===== src/rtl/elevator_car_scheduler_if.sv =====
// Request and status bundle between one elevator car scheduler and its controller.
interface elevator_car_scheduler_if #(
  parameter int FLOORS  = 10,
  parameter int FLOOR_W = 4
);
  // req_valid is a strobe sampled on every rising edge with no back-pressure; each
  // sampled request is answered exactly one cycle later by either req_ack or req_err.
  logic               req_valid;
  logic [FLOOR_W-1:0] req_floor;
  logic               req_ack;
  logic               req_err;
  logic [FLOOR_W-1:0] cur_floor;
  logic [1:0]         elv_dir;
  logic               door_open;
  logic [FLOORS-1:0]  pending;
  logic               busy;
  logic [1:0]         state_dbg;

  modport master (
    output req_valid, req_floor,
    input  req_ack, req_err, cur_floor, elv_dir, door_open, pending, busy, state_dbg
  );

  modport slave (
    input  req_valid, req_floor,
    output req_ack, req_err, cur_floor, elv_dir, door_open, pending, busy, state_dbg
  );
endinterface


===== src/rtl/elevator_car_scheduler.sv =====
// Per-car SCAN scheduler: keeps a pending-floor mask and sequences moves and door dwells.
module elevator_car_scheduler #(
  parameter int FLOORS     = 10,
  parameter int FLOOR_W    = 4,
  parameter int TICK_DIV   = 6000,
  parameter int MOVE_TICKS = 50,
  parameter int DOOR_TICKS = 30
) (
  input  logic                   clk,
  input  logic                   resetn,
  elevator_car_scheduler_if.slave bus
);
  localparam int PW    = (TICK_DIV > 1) ? $clog2(TICK_DIV) : 1;
  localparam int MAX_T = (MOVE_TICKS > DOOR_TICKS) ? MOVE_TICKS : DOOR_TICKS;
  localparam int TW    = (MAX_T > 1) ? $clog2(MAX_T) : 1;
  localparam logic [PW-1:0]      PRESC_LAST = PW'(TICK_DIV - 1);
  localparam logic [TW-1:0]      MOVE_LAST  = TW'(MOVE_TICKS - 1);
  localparam logic [TW-1:0]      DOOR_LAST  = TW'(DOOR_TICKS - 1);
  localparam logic [FLOOR_W:0]   FLOORS_LIM = (FLOOR_W + 1)'(FLOORS);

  typedef enum logic [1:0] {
    S_IDLE      = 2'd0,
    S_MOVE_UP   = 2'd1,
    S_MOVE_DOWN = 2'd2,
    S_DOOR      = 2'd3
  } state_t;

  state_t             state_q, state_d;
  logic [FLOOR_W-1:0] floor_q, floor_d, next_floor;
  logic               up_q, up_d;
  logic [FLOORS-1:0]  pend_q, pend_d, set_mask, clr_mask;
  logic [PW-1:0]      presc_q;
  logic [TW-1:0]      tick_q;
  logic               ack_q, err_q, door_q, busy_q;
  logic [1:0]         dir_q, dir_d;
  logic               req_ok, req_bad, req_here, timer_done, restart;
  logic               any_up, any_dn;

  // True when any pending floor lies strictly above (up=1) or below (up=0) floor f.
  function automatic logic any_dir(input logic [FLOORS-1:0] p,
                                   input logic [FLOOR_W-1:0] f,
                                   input logic up);
    logic hit;
    hit = 1'b0;
    for (int i = 0; i < FLOORS; i++) begin
      if (p[i] && (up ? (i > int'(f)) : (i < int'(f)))) hit = 1'b1;
    end
    return hit;
  endfunction

  always_comb begin
    req_ok     = bus.req_valid && ({1'b0, bus.req_floor} < FLOORS_LIM);
    req_bad    = bus.req_valid && !req_ok;
    req_here   = req_ok && (bus.req_floor == floor_q) &&
                 (state_q == S_IDLE || state_q == S_DOOR);
    state_d    = state_q;
    floor_d    = floor_q;
    up_d       = up_q;
    set_mask   = '0;
    clr_mask   = '0;
    restart    = 1'b0;
    dir_d      = 2'd3;
    any_up     = any_dir(pend_q, floor_q, 1'b1);
    any_dn     = any_dir(pend_q, floor_q, 1'b0);
    next_floor = (state_q == S_MOVE_UP) ? floor_q + FLOOR_W'(1) : floor_q - FLOOR_W'(1);
    timer_done = (presc_q == PRESC_LAST) &&
                 (tick_q == ((state_q == S_DOOR) ? DOOR_LAST : MOVE_LAST));

    if (req_ok && !req_here) set_mask[bus.req_floor] = 1'b1;

    case (state_q)
      S_IDLE: begin
        if (req_here) begin
          state_d = S_DOOR;
          restart = 1'b1;
        end else if (any_up && any_dn) begin
          state_d = up_q ? S_MOVE_UP : S_MOVE_DOWN;
        end else if (any_up) begin
          state_d = S_MOVE_UP;
        end else if (any_dn) begin
          state_d = S_MOVE_DOWN;
        end
      end
      S_MOVE_UP, S_MOVE_DOWN: begin
        if (timer_done) begin
          floor_d = next_floor;
          up_d    = (state_q == S_MOVE_UP);
          restart = 1'b1;
          if (pend_q[next_floor]) begin
            clr_mask[next_floor] = 1'b1;
            state_d              = S_DOOR;
          end else if (!any_dir(pend_q, next_floor, up_d)) begin
            state_d = S_IDLE;
          end
        end
      end
      S_DOOR: begin
        // A call for this floor while the door is open extends the dwell.
        if (req_here) begin
          restart = 1'b1;
        end else if (timer_done) begin
          if (up_q ? any_up : any_dn)      state_d = up_q ? S_MOVE_UP : S_MOVE_DOWN;
          else if (up_q ? any_dn : any_up) state_d = up_q ? S_MOVE_DOWN : S_MOVE_UP;
          else                             state_d = S_IDLE;
        end
      end
      default: state_d = S_IDLE;
    endcase

    // A clear on arrival beats a same-edge request for that floor.
    pend_d = (pend_q | set_mask) & ~clr_mask;
    if (state_d != state_q) restart = 1'b1;

    case (state_d)
      S_MOVE_UP:   dir_d = 2'd1;
      S_MOVE_DOWN: dir_d = 2'd0;
      S_DOOR:      dir_d = 2'd2;
      default:     dir_d = 2'd3;
    endcase
  end

  always_ff @(posedge clk) begin
    if (!resetn) begin
      state_q <= S_IDLE;
      floor_q <= '0;
      up_q    <= 1'b1;
      pend_q  <= '0;
      presc_q <= '0;
      tick_q  <= '0;
      ack_q   <= 1'b0;
      err_q   <= 1'b0;
      dir_q   <= 2'd3;
      door_q  <= 1'b0;
      busy_q  <= 1'b0;
    end else begin
      state_q <= state_d;
      floor_q <= floor_d;
      up_q    <= up_d;
      pend_q  <= pend_d;
      ack_q   <= req_ok;
      err_q   <= req_bad;
      dir_q   <= dir_d;
      door_q  <= (state_d == S_DOOR);
      busy_q  <= (state_d != S_IDLE);
      if (restart || state_d == S_IDLE) begin
        presc_q <= '0;
        tick_q  <= '0;
      end else if (presc_q == PRESC_LAST) begin
        presc_q <= '0;
        tick_q  <= tick_q + TW'(1);
      end else begin
        presc_q <= presc_q + PW'(1);
      end
    end
  end

  assign bus.req_ack   = ack_q;
  assign bus.req_err   = err_q;
  assign bus.cur_floor = floor_q;
  assign bus.elv_dir   = dir_q;
  assign bus.door_open = door_q;
  assign bus.pending   = pend_q;
  assign bus.busy      = busy_q;
  assign bus.state_dbg = state_q;
endmodule


===== src/flat_wrapper.sv =====
// flat-port wrapper written by rule: the top's interface ports become plain ports
module elevator_car_scheduler_flat 
#(
  parameter int FLOORS     = 10,
  parameter int FLOOR_W    = 4,
  parameter int TICK_DIV   = 6000,
  parameter int MOVE_TICKS = 50,
  parameter int DOOR_TICKS = 30
)
  (clk, resetn, bus_req_valid, bus_req_floor, bus_req_ack, bus_req_err, bus_cur_floor, bus_elv_dir, bus_door_open, bus_pending, bus_busy, bus_state_dbg);
  elevator_car_scheduler_if #(.FLOORS(FLOORS), .FLOOR_W(FLOOR_W)) bus_i ();
  input  logic clk;
  input  logic resetn;
  input wire logic [$bits(bus_i.req_valid)-1:0] bus_req_valid;
  input wire logic [$bits(bus_i.req_floor)-1:0] bus_req_floor;
  output wire logic [$bits(bus_i.req_ack)-1:0] bus_req_ack;
  output wire logic [$bits(bus_i.req_err)-1:0] bus_req_err;
  output wire logic [$bits(bus_i.cur_floor)-1:0] bus_cur_floor;
  output wire logic [$bits(bus_i.elv_dir)-1:0] bus_elv_dir;
  output wire logic [$bits(bus_i.door_open)-1:0] bus_door_open;
  output wire logic [$bits(bus_i.pending)-1:0] bus_pending;
  output wire logic [$bits(bus_i.busy)-1:0] bus_busy;
  output wire logic [$bits(bus_i.state_dbg)-1:0] bus_state_dbg;
  assign bus_i.req_valid = bus_req_valid;
  assign bus_i.req_floor = bus_req_floor;
  assign bus_req_ack = bus_i.req_ack;
  assign bus_req_err = bus_i.req_err;
  assign bus_cur_floor = bus_i.cur_floor;
  assign bus_elv_dir = bus_i.elv_dir;
  assign bus_door_open = bus_i.door_open;
  assign bus_pending = bus_i.pending;
  assign bus_busy = bus_i.busy;
  assign bus_state_dbg = bus_i.state_dbg;
  elevator_car_scheduler #(.FLOORS(FLOORS), .FLOOR_W(FLOOR_W), .TICK_DIV(TICK_DIV), .MOVE_TICKS(MOVE_TICKS), .DOOR_TICKS(DOOR_TICKS)) u_core (.clk(clk), .resetn(resetn), .bus(bus_i));
endmodule

===== config.mk =====
export PLATFORM = sky130hd
export DESIGN_NAME = elevator_car_scheduler_flat
export DESIGN_NICKNAME = d
export VERILOG_FILES = /design/src/rtl/elevator_car_scheduler_if.sv /design/src/rtl/elevator_car_scheduler.sv /design/src/flat_wrapper.sv
export SDC_FILE = /design/constraint.sdc
export NUM_CORES = 1
export LEC_CHECK = 0
export ABC_AREA = 0
export ABC_CLOCK_PERIOD_IN_PS = 5400
export CAP_MARGIN = 20
export CORE_MARGIN = 10
export CORE_UTILIZATION = 41
export DETAILED_ROUTE_END_ITERATION = 8
export GPL_ROUTABILITY_DRIVEN = 0
export SETUP_SLACK_MARGIN = 0.3
export SYNTH_ARGS = -nofsm -noshare
export SYNTH_HDL_FRONTEND = slang
export SYNTH_SLANG_ARGS = --single-unit
export TNS_END_PERCENT = 20

===== constraint.sdc =====
create_clock -name clk -period 5.4 [get_ports clk]
set_input_delay 1.08 -clock clk [delete_from_list [all_inputs] [get_ports clk]]
set_output_delay 1.08 -clock clk [all_outputs]
set_load 0.03 [all_outputs]

# After elaboration in Yosys (flattened, before gate mapping)
# Index checks and enable logic that the tools add are counted.
[totals]
ff_bits = 42
latch_bits = 0
mem_bits_rw = 0
mem_bits_ro = 0
input_bits = 7
out_inout_bits = 22
word_cells = 197
memories = 0
[classes]
n_addsub = 4
multipliers = 0
n_div = 0
order_cmp = 43
n_eq_ne = 10
shift = 0
muxes = 75
bitwise_logic = 4
n_reduce_logical = 50
[ops]
columns = ["cell", "n"]
rows = [
  ["$mux 1", 50],
  ["$mux 10", 4],
  ["$logic_and 1x1->1", 38],
  ["$gt 3x4->1 const A", 8],
  ["$lt 3x4->1 const A", 8],
  ["$mux 2", 13],
  ["$gt 2x4->1 const A", 4],
  ["$gt 4x4->1 const A", 4],
  ["$lt 1x4->1 const A", 4],
  ["$lt 2x4->1 const A", 4],
  ["$lt 4x4->1 const A", 4],
  ["$add 13x1->13 const B", 1],
  ["$eq 13x13->1 const B", 1],
  ["$pmux 2 s3", 2],
  ["$and 10x10->10", 1],
  ["$lt 4x5->1 const B", 2],
  ["$not 10->10", 1],
  ["$or 10x10->10", 1],
  ["$demux 1 s4", 2],
  ["$eq 2x2->1 const B", 4],
  ["$ge 4x1->1 const B", 2],
  ["$gt 1x4->1 const A", 2],
  ["$add 6x1->6 const B", 1],
  ["$eq 6x6->1", 1],
  ["18 further kinds", 24],
]

# Logic depth before layout (Yosys ltp)
# Gate-level depths: netlist of the first run.
[logic_depth]
depth_word = 26
depth_mapped = 19
mapped_depth_nobuf = 16

# Least setup slack after synthesis of the first run
# No wires, ideal clock.
[synth_path]
path_type = "reg-to-reg"
startpoint = "register u_core.floor_q[1], in the netlist u_core.bus.cur_floor[1]"
endpoint = "register u_core.presc_q[10]"
setup_ns = 0.142
arrival_time_ns = 4.037
required_ns = 5.258
slack_ns = 1.221
stages_incl_launch_ff = 20
n_path_buf = 3
synth_period_minus_slack_ns = 4.179
cell_sequence = "dfxtp_1 -> buf_6 -> clkbuf_1 -> inv_1 -> ha_1 -> xnor2_2 -> nor2_1 -> a311oi_1 -> nand2_1 -> a221oi_2 -> nand4_2 -> a21oi_1 -> a211o_1 -> ha_1 -> nor2_1 -> and3_1 -> o211ai_2 -> nor2_2 -> buf_6 -> nor4b_1"
[synth_via]
elab_chain_cells = 26
word_cells_on_any_way = 139
classes_between = "add/sub: 2; order compare: 38; eq/ne: 2; mux: 62; reduce/logical: 35"
[synth_lines]
columns = ["element", "line_no", "rtl"]
rows = [
  ["from (decl)", "elevator_car_scheduler.sv:29", "logic [FLOOR_W-1:0] floor_q, floor_d, next_floor;"],
  ["from (signal assigned)", "elevator_car_scheduler.sv:137", "floor_q <= floor_d;"],
  ["$sub 4x1->4 / $add 4x1->4 (equally long branches)", "elevator_car_scheduler.sv:65", "next_floor = (state_q == S_MOVE_UP) ? floor_q + FLOOR_W'(1) : floor_q - FLOOR_W'(1);"],
  ["$mux 4", "elevator_car_scheduler.sv:65", ""],
  ["$lt 1x4->1", "elevator_car_scheduler.sv:46", "if (p[i] && (up ? (i > int'(f)) : (i < int'(f)))) hit = 1'b1;"],
  ["$mux 1", "elevator_car_scheduler.sv:46", ""],
  ["$logic_and 1x1->1", "elevator_car_scheduler.sv:46", ""],
  ["$mux 1 (10 in a row)", "elevator_car_scheduler.sv:46", ""],
  ["$mux 1", "elevator_car_scheduler.sv:89", "if (pend_q[next_floor]) begin"],
  ["$mux 1", "elevator_car_scheduler.sv:85", "if (timer_done) begin"],
  ["$mux 1", "elevator_car_scheduler.sv:71", "case (state_q)"],
  ["$mux 2", "elevator_car_scheduler.sv:92", "end else if (!any_dir(pend_q, next_floor, up_d)) begin"],
  ["$mux 2", "elevator_car_scheduler.sv:89", ""],
  ["$mux 2", "elevator_car_scheduler.sv:85", ""],
  ["$pmux 2 s3", "elevator_car_scheduler.sv:71", ""],
  ["$ne 2x2->1", "elevator_car_scheduler.sv:112", "if (state_d != state_q) restart = 1'b1;"],
  ["$mux 1", "elevator_car_scheduler.sv:112", ""],
  ["$logic_or 1x1->1 *", "elevator_car_scheduler.sv:145", "if (restart || state_d == S_IDLE) begin"],
  ["$reduce_or 3->1 (no line) *", "--", ""],
  ["to (signal assigned)", "elevator_car_scheduler.sv:152", "presc_q <= presc_q + PW'(1);"],
  ["to (decl)", "elevator_car_scheduler.sv:32", "logic [PW-1:0] presc_q;"],
]
# Mark *: on every way between the ends. The rest lies on a longest branch, timed or not. The select of a mux whose other input is x is not followed.
# A chain may end at the register's enable or synchronous reset.

# Worst setup path in the final report of the first run
[layout_path]
startpoint = "register u_core.state_q[1], in the netlist u_core.bus.state_dbg[1]"
endpoint = "register u_core.presc_q[1]"
[layout_via]
elab_chain_cells = 26
word_cells_on_any_way = 84
classes_between = "order compare: 19; eq/ne: 5; mux: 41; reduce/logical: 19"
[layout_lines]
columns = ["element", "line_no", "rtl"]
rows = [
  ["from (decl)", "elevator_car_scheduler.sv:28", "state_t state_q, state_d;"],
  ["from (signal assigned)", "elevator_car_scheduler.sv:136", "state_q <= state_d;"],
  ["$eq 2x1->1", "elevator_car_scheduler.sv:65, elevator_car_scheduler.sv:71, elevator_car_scheduler.sv:87", ""],
  ["$mux 4", "elevator_car_scheduler.sv:65", ""],
  ["$lt 1x4->1", "elevator_car_scheduler.sv:46", ""],
  ["$mux 1", "elevator_car_scheduler.sv:46", ""],
  ["$logic_and 1x1->1", "elevator_car_scheduler.sv:46", ""],
  ["$mux 1 (10 in a row)", "elevator_car_scheduler.sv:46", ""],
  ["$mux 1", "elevator_car_scheduler.sv:89", ""],
  ["$mux 1", "elevator_car_scheduler.sv:85", ""],
  ["$mux 1", "elevator_car_scheduler.sv:71", ""],
  ["$mux 2", "elevator_car_scheduler.sv:92", ""],
  ["$mux 2", "elevator_car_scheduler.sv:89", ""],
  ["$mux 2", "elevator_car_scheduler.sv:85", ""],
  ["$pmux 2 s3", "elevator_car_scheduler.sv:71", ""],
  ["$ne 2x2->1", "elevator_car_scheduler.sv:112", ""],
  ["$mux 1", "elevator_car_scheduler.sv:112", ""],
  ["$logic_or 1x1->1 *", "elevator_car_scheduler.sv:145", ""],
  ["$reduce_or 3->1 (no line) *", "--", ""],
]
# Marked as above.

==> reports/results.ini, run 1 <==
[status]
status=finished clean

[setup_path]
crit_type=register to register
critPathArrivalTime_ps=4890
cp_slowest_cell=ha_1
r2r_setup_slack_ps=720
cp-start-kind=register
r2r_end=u_core.presc_q[1]
critPathCaptureType=register
r2r-start=u_core.bus.state_dbg[1]
worstPathCellList=inv_1 > ha_1 > mux2i_2 > xor2_2 > mux2i_1 > a221oi_4 > a2111o_1 > a21oi_1 > a211o_1 > ha_1 > nor2_1 > and3_1 > o211ai_2 > nor2_2 > nor4bb_1
crit_required_ps=5610
cp_max_fo=16
crit_top_cell=ha_1
cpPeakStageDelay_ps=650
reg2regPathDepth=15

[synthesis]
syn_area_um2=3040
async_flop_share=0
syn_inst=350
ys_ff_latch=42
synth_top_cell_by_area=dfxtp_1
ys_warn_count=0
yosysUniqueCellTypes=80
syn_nets=371
synth_edf_count=0
ys.flop_type=dfxtp_1
synth.area.top_cells=dfxtp_1, ha_1, xnor2_1
syn_avg_cell_area_um2=8.69
yosysSeqAreaShare=0.276
synth.top_cell.area_share=0.276

[drt]
drt_first_pass_iters=5
vias=2744
viasPerCell=5.81
ant_nets=0
routedWlPerCell_um=17.3
drcViolationCount=0
drt_iter0_drc=206
routed_wl_mm=8.16

[timing]
fin_crit_ps=4680
post-route-period-util=0.867
tightest_slew_ps=789
max_freq_mhz=214
grt_setup_unrepaired=false
drv_slew=0
slew_headroom=0.470
setup_slack_ps=720
setup_viol=0
fin_setup_tns_ps=0
final-hold-violation-count=0
clock_skew_ps=9.58

[global_route]
grt_max_degree=27
antenna_found_initial=0
track_usage=0.144
overflow=0
grt_pass1_vias=2591
grt_pass1_wl_mm=13.7

[cts]
clk_pin_slew_ps=90
ctsHoldBuffers=0
cts_tree=built
cts.repair.resized=0
clk_latency_ps=300
cts_root_buf=clkbuf_8
cts.htree.levels=2
numCtsBuffers=5
post_cts_buffers=0
cts_buffer_depth=2
cts.sinks=42

[place]
place_ws_ps=642
portBuffers=28
placed_area_um2=3380
dpl.hpwl_mm=5.78

[min_path]
worstHoldStart=u_core.up_q
hold_end=u_core.up_q
hold_path.class=register to register
holdPathStages=2

[floorplanning]
die_y_um=106
io_pins=29
start_util=0.420
die_area_um2=11300
core_area_um2=7250
rows=31
die_w_um=106

[final_layout]
nets=393
insertedDiodeCount=0
layout_common_cells=dfxtp_1, clkdlybuf4s50_1, nor2_1, nand2_1, a21oi_1
final_area_um2=3470
areaGrowthSynthToFinish_pct=14.0
final_util=0.478
layout-drive-gt1-share=0.0938
final_common_cell=dfxtp_1

[pwr]
power_density_nw_per_um2=353
pwr-share-seq=0.293
p_comb_frac=0.541
power.total_mw=1.22
power_leakage_nw=1.19
p_sw_mw=0.558
p_int_mw=0.666
switching_share=0.456
power.share.clock=0.165
peakVddDrop_v=0.000138

[job]
drv_cap=0

[synthesized netlist by cell type (3+ instances only)]
master,number
nor2_1,24
nand3_1,10
buf_2,4
a21boi_0,3
nor4b_1,7
nor3b_1,6
dfxtp_1,42
and3_1,7
o21ai_0,17
inv_1,18
a31oi_1,6
and2_1,5
nor3_1,7
clkbuf_1,8
xor2_1,8
ha_1,14
a211oi_1,6
nand4_1,7
or3_1,3
nor2b_1,6
o2111ai_1,3
nand2_1,23
nor4_1,9
xnor2_1,16
buf_4,3
a21oi_1,19
a221oi_1,3
[registers in the layout, indices dropped and copies added (netlist names)]
signal / cells
u_core.bus.state_dbg: 2
u_core.bus.req_err: 1
u_core.bus.req_ack: 1
u_core.tick_q: 6
u_core.up_q: 1
u_core.bus.elv_dir: 2
u_core.bus.door_open: 1
u_core.bus.pending: 10
u_core.presc_q: 13
u_core.bus.cur_floor: 4
u_core.bus.busy: 1
[worst max-delay path by stage]
| stage | slack (ps) | endpoint | from |
|---|---|---|---|
| floorplan | 1220 | u_core.presc_q[10] | u_core.bus.cur_floor[1] |
| global placement | 750 | u_core.presc_q[1] | bus_req_floor[1] |
| detailed placement | 640 | u_core.presc_q[1] | bus_req_floor[1] |
| CTS | 780 | u_core.presc_q[1] | u_core.bus.state_dbg[1] |
| global route | 310 | u_core.presc_q[12] | u_core.bus.state_dbg[1] |
| finish | 720 | u_core.presc_q[1] | u_core.bus.state_dbg[1] |
[through the flow]
step | hold slack [ps] | cells
after floorplan | 454 | 350
after global placement | 467 | 464
after detailed placement | 473 | 464
after CTS | 491 | 472
after global routing | 525 | 472
final | 488 | 472
[area by class of cell]
cell class / count / area (um^2)
multi-input cells: 272 / 2030
clock inverters: 2 / 13.8
well taps: 99 / 124
flip-flops and latches: 42 / 841
clock buffers: 6 / 72.6
repair buffers: 32 / 310
inverters: 19 / 72.6
fillers: 711 / 3780
[power by group through the flow]
stage / clock network [mW] / registers [mW] / logic [mW]
final: 0.202 / 0.359 / 0.662
after floorplan: 0 / 0.400 / 0.497
after CTS: 0.206 / 0.359 / 0.663
after global routing: 0.223 / 0.364 / 0.732
after global placement: 0 / 0.367 / 0.661
after detailed placement: 0 / 0.367 / 0.656
[critical path, delay by kind of cell (launching register included)]
family | cells | cell delay, ps
mux | 2 | 580
buf+inv | 1 | 220
simple gates | 4 | 990
xor+xnor | 1 | 310
flops | 1 | 370
compound gates | 5 | 1250
fa+ha+maj | 2 | 860
[logic make-up (layout without fill, tap and decap cells)]
kind of cell / Yosys count / count (layout) / synth area share
fa+ha+maj: 15 / 15 / 0.0609
buf+inv: 36 / 59 / 0.0551
simple gates: 136 / 136 / 0.276
xor+xnor: 27 / 27 / 0.0888
compound gates: 89 / 89 / 0.217
flops: 42 / 42 / 0.276
mux: 5 / 5 / 0.0259
[metal layers]
layer | wire [um] | GRT usage | vias to the layer above
li1 | - | - | 1357
met1 | 3790 | 0.185 | 1286
met2 | 3780 | 0.235 | 92
met3 | 496 | 0.0344 | 9
met4 | 93 | 0.0416 | 0
met5 | 0 | 0 | -
Power figures use the tool's default switching activity.
==> inputs of run 2 (changes only) <==
--- a/config.mk
+++ b/config.mk
@@ -10,6 +10,7 @@
 export CAP_MARGIN = 20
 export CORE_MARGIN = 10
 export CORE_UTILIZATION = 41
+export CTS_BUF_LIST = sky130_fd_sc_hd__clkbuf_8
 export DETAILED_ROUTE_END_ITERATION = 8
 export GPL_ROUTABILITY_DRIVEN = 0
 export SETUP_SLACK_MARGIN = 0.3
==> run 2 against run 1 <==
Compared with the run above: register-to-register slack hardly changed; sequential share of layout area stayed put; wire length is 0.39% lower; sequential cell count stayed put; non-clock buffer count stayed put; die area stayed put; setup slack better by 5.6 ps; final area stayed put; maximum frequency is 0.12% higher; count of clock-buffer cells in the layout is 1 lower; sequential power hardly changed; highest routed layer unchanged; hold slack stayed put.
==> reports/results.ini, run 2 (synthesis results as in run 1) <==
[cts]
post_cts_buffers=0
cts_root_buf=clkbuf_8
clk_latency_ps=290
numCtsBuffers=5
ctsHoldBuffers=0
cts_tree=built
cts_buffer_depth=2
cts.repair.resized=0
cts.htree.levels=2
clk_pin_slew_ps=80
cts.sinks=42

[timing]
tightest_slew_ps=789
final-hold-violation-count=0
post-route-period-util=0.866
max_freq_mhz=214
slew_headroom=0.470
drv_slew=0
grt_setup_unrepaired=false
setup_viol=0
fin_setup_tns_ps=0
clock_skew_ps=7.37
fin_crit_ps=4670
setup_slack_ps=725

[global_route]
grt_pass1_wl_mm=13.7
overflow=0
antenna_found_initial=0
track_usage=0.144
grt_max_degree=27
grt_pass1_vias=2591

[final_layout]
final_common_cell=dfxtp_1
layout-drive-gt1-share=0.0938
nets=393
fill_cells=711
areaGrowthSynthToFinish_pct=14.0
layout_common_cells=dfxtp_1, clkdlybuf4s50_1, nor2_1, nand2_1
largest_reg_flops=13
top_register=u_core.presc_q
insertedDiodeCount=0

[drt]
viasPerCell=5.81
routed_wl_mm=8.13
drt_first_pass_iters=5
drcViolationCount=0
drt_iter0_drc=206
vias=2744
routedWlPerCell_um=17.2
ant_nets=0

[pwr]
switching_share=0.456
p_int_mw=0.664
power_density_nw_per_um2=352
power.share.clock=0.163
power_leakage_nw=1.20
p_sw_mw=0.556
p_comb_frac=0.543
peakVddDrop_v=0.000138
pwr-share-seq=0.294

[floorplanning]
die_w_um=106
rows=31
start_util=0.420
die_area_um2=11300
core_area_um2=7250
die_y_um=106
io_pins=29

[place]
place_ws_ps=642
dpl.hpwl_mm=5.78
portBuffers=28

[setup_path]
cp_max_fo=16
crit_required_ps=5610
worstPathCellList=inv_1 > ha_1 > mux2i_2 > xor2_2 > mux2i_1 > a221oi_4 > a2111o_1 > a21oi_1 > a211o_1 > ha_1 > nor2_1 > and3_1 > o211ai_2 > nor2_2 > nor4bb_1
cpPeakStageDelay_ps=650
crit_top_cell=ha_1
cp_slowest_cell=ha_1
r2r_setup_slack_ps=730
critPathCaptureType=register
critPathTopFamily=compound AO/OA/AOI/OAI gates
cp-start-kind=register
crit_type=register to register
critPathArrivalTime_ps=4880
crit_buf_inv=1

[status]
status=finished clean

[job]
drv_cap=0

[min_path]
hold_path.class=register to register

## run 2: changes by cell type in the layout (fill, tap and decap cells not counted), sizes merged
cell and change:
inv +1, clkbuf -1
## run 2: worst register-to-register path: stages, from the launching register on
cell	delay, ps
dfxtp_1	370
inv_1	220
ha_1	650
mux2i_2	380
xor2_2	310
mux2i_1	210
a221oi_4	420
a2111o_1	200
a21oi_1	70
a211o_1	340
ha_1	210
nor2_1	130
and3_1	190
o211ai_2	220
nor2_2	370
nor4bb_1	310
## run 2: worst paths after layout
path	start	end	cells after the start
worst min register to register	u_core.up_q	u_core.up_q	2
worst min-delay path	u_core.up_q	u_core.up_q	2
worst max-delay path	u_core.bus.state_dbg[1]	u_core.presc_q[1]	15
worst max register to register	u_core.bus.state_dbg[1]	u_core.presc_q[1]	15
## run 2: per-stage QoR
step / power (mW) / hold WS, ps / util / cells / instance area [um^2]
6_report: 1.22 / 488 / 0.478 / 472 / 3470
3_5_place_dp: 1.02 / 473 / 0.466 / 464 / 3380
2_1_floorplan: 0.897 / 454 / - / 350 / 3040
5_1_grt: 1.32 / 525 / 0.478 / 472 / 3470
3_3_place_gp: 1.03 / 467 / 0.466 / 464 / 3380
4_1_cts: 1.23 / 491 / 0.478 / 472 / 3470
## run 2: power by group through the flow
stage / Clock (mW) / Sequential [mW] / Combinational (mW)
6_report: 0.199 / 0.359 / 0.662
5_1_grt: 0.221 / 0.364 / 0.732
4_1_cts: 0.204 / 0.359 / 0.663
3_5_place_dp: 0 / 0.367 / 0.656
3_3_place_gp: 0 / 0.367 / 0.661
2_1_floorplan: 0 / 0.400 / 0.497
## run 2: layout make-up
type | instances | area (um^2) | share of cell area
Multi-Input combinational cell | 272 | 2030 | 0.587
Tap cell | 99 | 124 | 0.0357
Clock buffer | 5 | 68.8 | 0.0198
Inverter | 19 | 72.6 | 0.0209
Clock inverter | 3 | 17.5 | 0.00505
Sequential cell | 42 | 841 | 0.242
Timing Repair Buffer | 32 | 310 | 0.0895
## run 2: metal layers
layer	up-vias	share of wire	global-route usage	wire, um
li1	1357	-	-	-
met1	1282	0.46	0.185	3760
met2	96	0.46	0.235	3760
met3	9	0.063	0.0344	510
met4	0	0.011	0.0416	93
met5	-	0	0	0
==> inputs of run 3 (changes only) <==
--- a/config.mk
+++ b/config.mk
@@ -12,8 +12,8 @@
 export CORE_UTILIZATION = 41
 export CTS_BUF_LIST = sky130_fd_sc_hd__clkbuf_8
 export DETAILED_ROUTE_END_ITERATION = 8
-export GPL_ROUTABILITY_DRIVEN = 0
 export SETUP_SLACK_MARGIN = 0.3
+export SLEW_MARGIN = 20
 export SYNTH_ARGS = -nofsm -noshare
 export SYNTH_HDL_FRONTEND = slang
 export SYNTH_SLANG_ARGS = --single-unit
==> results of run 3 <==
The final DEF is identical to that of run 2; final timing and power are the same.
